$ cat src/rtl/led_pkg.sv
// Shared types and defaults for the LED pattern sequencer.
package led_pkg;

   typedef enum logic [1:0] {
      MODE_COUNT = 2'd0,
      MODE_SHIFT = 2'd1,
      MODE_BLINK = 2'd2,
      MODE_OFF   = 2'd3
   } mode_t;

   localparam int WAIT_TIME_DEFAULT       = 13500000;
   localparam int DEBOUNCE_CYCLES_DEFAULT = 270000;

   localparam int TICK_W = 24;
   localparam int DEB_W  = 20;
   localparam int LED_W  = 6;

   function automatic mode_t next_mode(input mode_t m);
      mode_t n;
      case (m)
         MODE_COUNT: n = MODE_SHIFT;
         MODE_SHIFT: n = MODE_BLINK;
         MODE_BLINK: n = MODE_OFF;
         default:    n = MODE_COUNT;
      endcase
      return n;
   endfunction

   // Only SHIFT starts from a lit LED; every other mode starts dark.
   function automatic logic [LED_W-1:0] mode_seed(input mode_t m);
      return (m == MODE_SHIFT) ? 6'h01 : 6'h00;
   endfunction

endpackage

$ cat src/rtl/btn_debounce.sv
// Two-flop synchronizer, level debouncer and single-cycle press pulse for
// one raw push-button input.
module btn_debounce
   import led_pkg::*;
#(
   parameter int DEBOUNCE_CYCLES = DEBOUNCE_CYCLES_DEFAULT
) (
   input  logic clk,
   input  logic rst,
   input  logic raw,
   output logic press
);

   localparam logic [DEB_W-1:0] CNT_LAST = DEB_W'(DEBOUNCE_CYCLES - 1);

   logic             sync0;
   logic             sync1;
   logic             level;
   logic [DEB_W-1:0] cnt;

   always_ff @(posedge clk or posedge rst) begin
      if (rst) begin
         sync0 <= 1'b0;
         sync1 <= 1'b0;
         level <= 1'b0;
         cnt   <= '0;
         press <= 1'b0;
      end else begin
         sync0 <= raw;
         sync1 <= sync0;
         press <= 1'b0;
         // Any cycle that agrees with the accepted level restarts the count.
         if (sync1 == level) begin
            cnt <= '0;
         end else if (cnt == CNT_LAST) begin
            cnt   <= '0;
            level <= sync1;
            press <= sync1;
         end else begin
            cnt <= cnt + DEB_W'(1);
         end
      end
   end

endmodule

$ cat src/rtl/led_sequencer.sv
// LED pattern sequencer: tick counter plus a mode/pattern state machine
// driven by two debounced buttons (mode select, pause).
module led_sequencer
   import led_pkg::*;
#(
   parameter int WAIT_TIME       = WAIT_TIME_DEFAULT,
   parameter int DEBOUNCE_CYCLES = DEBOUNCE_CYCLES_DEFAULT
) (
   input  logic             clk,
   input  logic             rst,
   input  logic             btn_mode,
   input  logic             btn_pause,
   output logic [LED_W-1:0] led,
   output logic [1:0]       mode,
   output logic             paused
);

   localparam logic [TICK_W-1:0] TICK_LAST = TICK_W'(WAIT_TIME - 1);

   logic              mode_press;
   logic              pause_press;
   logic              tick;

   mode_t             mode_q;
   mode_t             mode_d;
   logic [LED_W-1:0]  led_d;
   logic              paused_d;
   logic              dir_up;
   logic              dir_up_d;
   logic [TICK_W-1:0] tcnt;
   logic [TICK_W-1:0] tcnt_d;

   btn_debounce #(.DEBOUNCE_CYCLES(DEBOUNCE_CYCLES)) u_mode_btn (
      .clk   (clk),
      .rst   (rst),
      .raw   (btn_mode),
      .press (mode_press)
   );

   btn_debounce #(.DEBOUNCE_CYCLES(DEBOUNCE_CYCLES)) u_pause_btn (
      .clk   (clk),
      .rst   (rst),
      .raw   (btn_pause),
      .press (pause_press)
   );

   assign tick = (tcnt == TICK_LAST);
   assign mode = mode_q;

   always_ff @(posedge clk or posedge rst) begin
      if (rst) begin
         mode_q <= MODE_COUNT;
         led    <= '0;
         paused <= 1'b0;
         dir_up <= 1'b1;
         tcnt   <= '0;
      end else begin
         mode_q <= mode_d;
         led    <= led_d;
         paused <= paused_d;
         dir_up <= dir_up_d;
         tcnt   <= tcnt_d;
      end
   end

   always_comb begin
      mode_d   = mode_q;
      led_d    = led;
      paused_d = paused;
      dir_up_d = dir_up;
      tcnt_d   = tick ? '0 : tcnt + TICK_W'(1);

      // Pause is independent of the mode button; both may land together.
      if (pause_press)
         paused_d = ~paused;

      if (mode_press) begin
         // A mode change restarts the tick period and swallows any tick.
         mode_d   = next_mode(mode_q);
         tcnt_d   = '0;
         led_d    = mode_seed(next_mode(mode_q));
         dir_up_d = 1'b1;
      end else if (tick && !paused) begin
         unique case (mode_q)
            MODE_COUNT: led_d = led + 6'd1;
            MODE_SHIFT: begin
               // Bounce at the ends so neither end position repeats.
               if (dir_up) begin
                  if (led[LED_W-1]) begin
                     led_d    = led >> 1;
                     dir_up_d = 1'b0;
                  end else begin
                     led_d = led << 1;
                  end
               end else begin
                  if (led[0]) begin
                     led_d    = led << 1;
                     dir_up_d = 1'b1;
                  end else begin
                     led_d = led >> 1;
                  end
               end
            end
            MODE_BLINK: led_d = ~led;
            default:    led_d = '0;
         endcase
      end
   end

endmodule
$ cat config.mk
export PLATFORM = sky130hd
export DESIGN_NAME = led_sequencer
export DESIGN_NICKNAME = d
export VERILOG_FILES = /design/src/rtl/led_pkg.sv /design/src/rtl/btn_debounce.sv /design/src/rtl/led_sequencer.sv
export SDC_FILE = /design/constraint.sdc
export NUM_CORES = 1
export LEC_CHECK = 0
export BUFFER_PORTS_ARGS = -buffer_cell sky130_fd_sc_hd__buf_4
export CAP_MARGIN = 20
export CELL_PAD_IN_SITES_DETAIL_PLACEMENT = 1
export CELL_PAD_IN_SITES_GLOBAL_PLACEMENT = 2
export CORE_MARGIN = 4
export CORE_UTILIZATION = 40
export DETAILED_ROUTE_END_ITERATION = 6
export PLACE_DENSITY = 0.78
export SLEW_MARGIN = 20
export SYNTH_ARGS = -nofsm -noshare
export SYNTH_HDL_FRONTEND = slang
export SYNTH_SLANG_ARGS = --single-unit
$ cat constraint.sdc
create_clock -name clk -period 3 [get_ports clk]
set_clock_uncertainty 0.1 [all_clocks]
set_input_delay 0.3 -clock clk [delete_from_list [all_inputs] [get_ports clk]]
set_output_delay 0.3 -clock clk [all_outputs]
set_load 0.02 [all_outputs]
==> flow_summary.json <==
{
  "diodes": 0,
  "grt_usage": 0.163,
  "syn_area_per_cell_um2": 9.84,
  "synthCells": 425,
  "antenna_found_initial": 0,
  "tightest_slew_ns": 0.717,
  "crit_path_end": "u_mode_btn.cnt[17]",
  "grt_pass1_vias": 3168,
  "finalHoldViolations": 0,
  "clock_sinks": 82,
  "htreeDepth": 3,
  "die_h_um": 110,
  "grt_overflow": 0,
  "synth_top_family_by_area": "simple AND/OR/NAND/NOR gates",
  "crit_start": "u_mode_btn.cnt[0]",
  "place_congestion": 0.768,
  "synth_compound_area_frac": 0.0539,
  "reg2reg_from": "u_mode_btn.cnt[0]",
  "critPathRequiredTime_ns": 3.11,
  "clock_latency_ns": 0.36,
  "num_vias": 3047,
  "syn-num-nets": 438,
  "hp-class": "register to register",
  "die_area_um2": 12200,
  "first_pass_iters": 4,
  "cp_slowest_cell": "or2_1",
  "synthArstFlopShare": 1.00,
  "synthFlopType": "dfrtp_1",
  "worstPathArrival_ns": 2.39,
  "synth_top_cell_area_share": 0.485,
  "rows": 37,
  "r2r-end": "u_mode_btn.cnt[17]",
  "fin_crit_ns": 2.28,
  "status": "complete, no violations",
  "syn_area_um2": 4180,
  "route.detailed.drc": 0,
  "final.setup.tns_ns": 0,
  "synthSimpleGateAreaFrac": 0.248,
  "finalSetupViolCount": 0,
  "synth.area.mux_share": 0.0156,
  "end_kind": "register",
  "worstPathMaxFanout": 19,
  "max_stage_delay_ns": 0.61,
  "core_um2": 10200,
  "rrSetupSlack_ns": 0.72,
  "start_util": 0.409,
  "synth_fa_ha_area_frac": 0.0269,
  "cts_tree": "built",
  "cp.depth": 6,
  "synth_seq_cells": 82,
  "clock.fmax_mhz": 439,
  "peakVddDrop_mv": 0.361,
  "area_delta_synth_final_pct": 11.0,
  "clockRootBuffer": "clkbuf_8",
  "dieWidth_um": 110,
  "io_pins": 13,
  "final_antenna_net_count": 0,
  "nNetsFinal": 452,
  "setup_ws_ns": 0.720,
  "final-max-slew-violation-count": 0,
  "power_density_nw_per_um2": 452,
  "ys_seq_area_frac": 0.491,
  "cts_resized": 0,
  "synth.top_cells.by_area": "dfrtp_1 48%, xor2_1 7.1%, nor2_1 7.1%",
  "whs_ns": 0.260,
  "routed_wl_um": 8730,
  "worstPathCellList": "ha_1, and3_1, nand2_1, nor3_1, or2_1, nor2_1",
  "period_share": 0.760,
  "rr_worst_depth": 6,
  "yosysWarnings": 0,
  "slew_headroom": 0.519,
  "synth_xor_area_frac": 0.128,
  "cap_violations": 0,
  "critPathLaunchType": "register",
  "cts_buffers": 9,
  "grt_pass1_wl_um": 15600,
  "vias_per_cell": 5.25,
  "post-synth-top-area-cell": "dfrtp_1",
  "synth.distinct_cells": 48,
  "clk_pin_slew_ns": 0.09,
  "rsz0062_at_grt": "no",
  "drt_iter0_markers": 159,
  "crit_type": "register to register",
  "cp_num_buf_inv": 0,
  "avgRoutedWirePerCell_um": 15.1,
  "final_layout_size_suffix_gt1_frac": 0.0946,
  "clk_path_buf_depth": 2,
  "port-buffer-count": 12,
  "grt_max_degree": 47,
  "synth_edf_count": 0,
  "p_leak_nw": 2.00,
  "crit_family": "simple AND/OR/NAND/NOR gates",
  "preCtsSetupSlack_ns": 0.711,
  "place_hpwl_um": 5940
}
==> logic make-up after synthesis <==
| family | count (synthesis) |
|---|---|
| simple gates | 204 |
| flops | 82 |
| xor+xnor | 61 |
| compound gates | 32 |
| buf+inv | 31 |
| fa+ha+maj | 9 |
| mux | 6 |
==> synthesized netlist by cell type, drive strengths merged (3+ instances only) <==
master / count
nand2: 26
o21ai: 7
inv: 16
nand3: 25
nor2: 79
dfrtp: 81
nor2b: 3
and4: 7
xor2: 34
a21oi: 4
mux2: 4
a31oi: 4
nand2b: 4
and3: 10
buf: 7
and2: 3
nor4: 6
nor3b: 3
xnor2: 27
clkbuf: 8
nand4: 19
a41oi: 3
ha: 9
nor3: 12
o221ai: 3
==> routing by layer <==
metal / up-vias / GRT usage / part of all wire
li1: 1489 / - / -
met1: 1530 / 0.216 / 0.49
met2: 21 / 0.265 / 0.47
met3: 7 / 0.0454 / 0.029
met4: 0 / 0.0422 / 0.0092
met5: - / 0 / 0
==> where the power goes <==
group / leakage (nW) / switching, mW / internal (mW) / total [mW]
combinational: 0.775 / 0.0376 / 0.0158 / 0.0535
sequential: 1.11 / 0.00845 / 1.11 / 1.12
clock: 0.114 / 0.424 / 0.498 / 0.922
==> flip-flops by register name, indices dropped and copies added, names as in the netlist, 2 cells and up <==
register,flops
mode,2
led,6
tcnt,24
u_pause_btn.cnt,20
u_mode_btn.cnt,20
==> per-stage QoR <==
step	instances	util	power, mW	instance area [um2]
after floorplan	425	-	1.18	4180
after global placement	561	0.428	1.19	4380
after detailed placement	561	0.428	1.20	4380
after CTS	580	0.454	2.14	4640
after global routing	580	0.454	2.19	4640
final	580	0.454	2.10	4640
==> cell usage in the layout (no fill, tap or decap), types with 9 or more instances in the layout <==
master,count
and3_1,10
nor2_1,79
nand3_1,25
ha_1,9
inv_1,15
clkbuf_8,10
xor2_1,34
nand2_1,26
buf_4,14
nor3_1,10
dfrtp_1,81
xnor2_1,27
nand4_1,18
==> how the worst min path moves through the flow <==
stage,startpoint,slack [ns],cells after the start,endpoint
after global placement,u_pause_btn.sync0,0.24,0,u_pause_btn.sync1
after detailed placement,u_pause_btn.sync0,0.24,0,u_pause_btn.sync1
after global routing,u_mode_btn.sync0,0.28,0,u_mode_btn.sync1
after floorplan,u_mode_btn.sync0,0.23,0,u_mode_btn.sync1
after CTS,u_pause_btn.sync0,0.27,0,u_pause_btn.sync1
final,u_pause_btn.sync0,0.26,0,u_pause_btn.sync1
==> layout make-up <==
cell class,instances,area [um2]
Clock buffer,11,141
Fill cell,1172,5590
Tap cell,136,170
Sequential cell,82,2050
Clock inverter,5,86.3
Multi-Input combinational cell,312,1970
Inverter,16,61.3
Timing Repair Buffer,18,155
==> what timing repair did <==
item / CTS / global route
setup buffers: 0 / 0
hold buffers: 3 / 0
hold endpoints to repair: 38 / 0
Power figures use the tool's default switching activity.
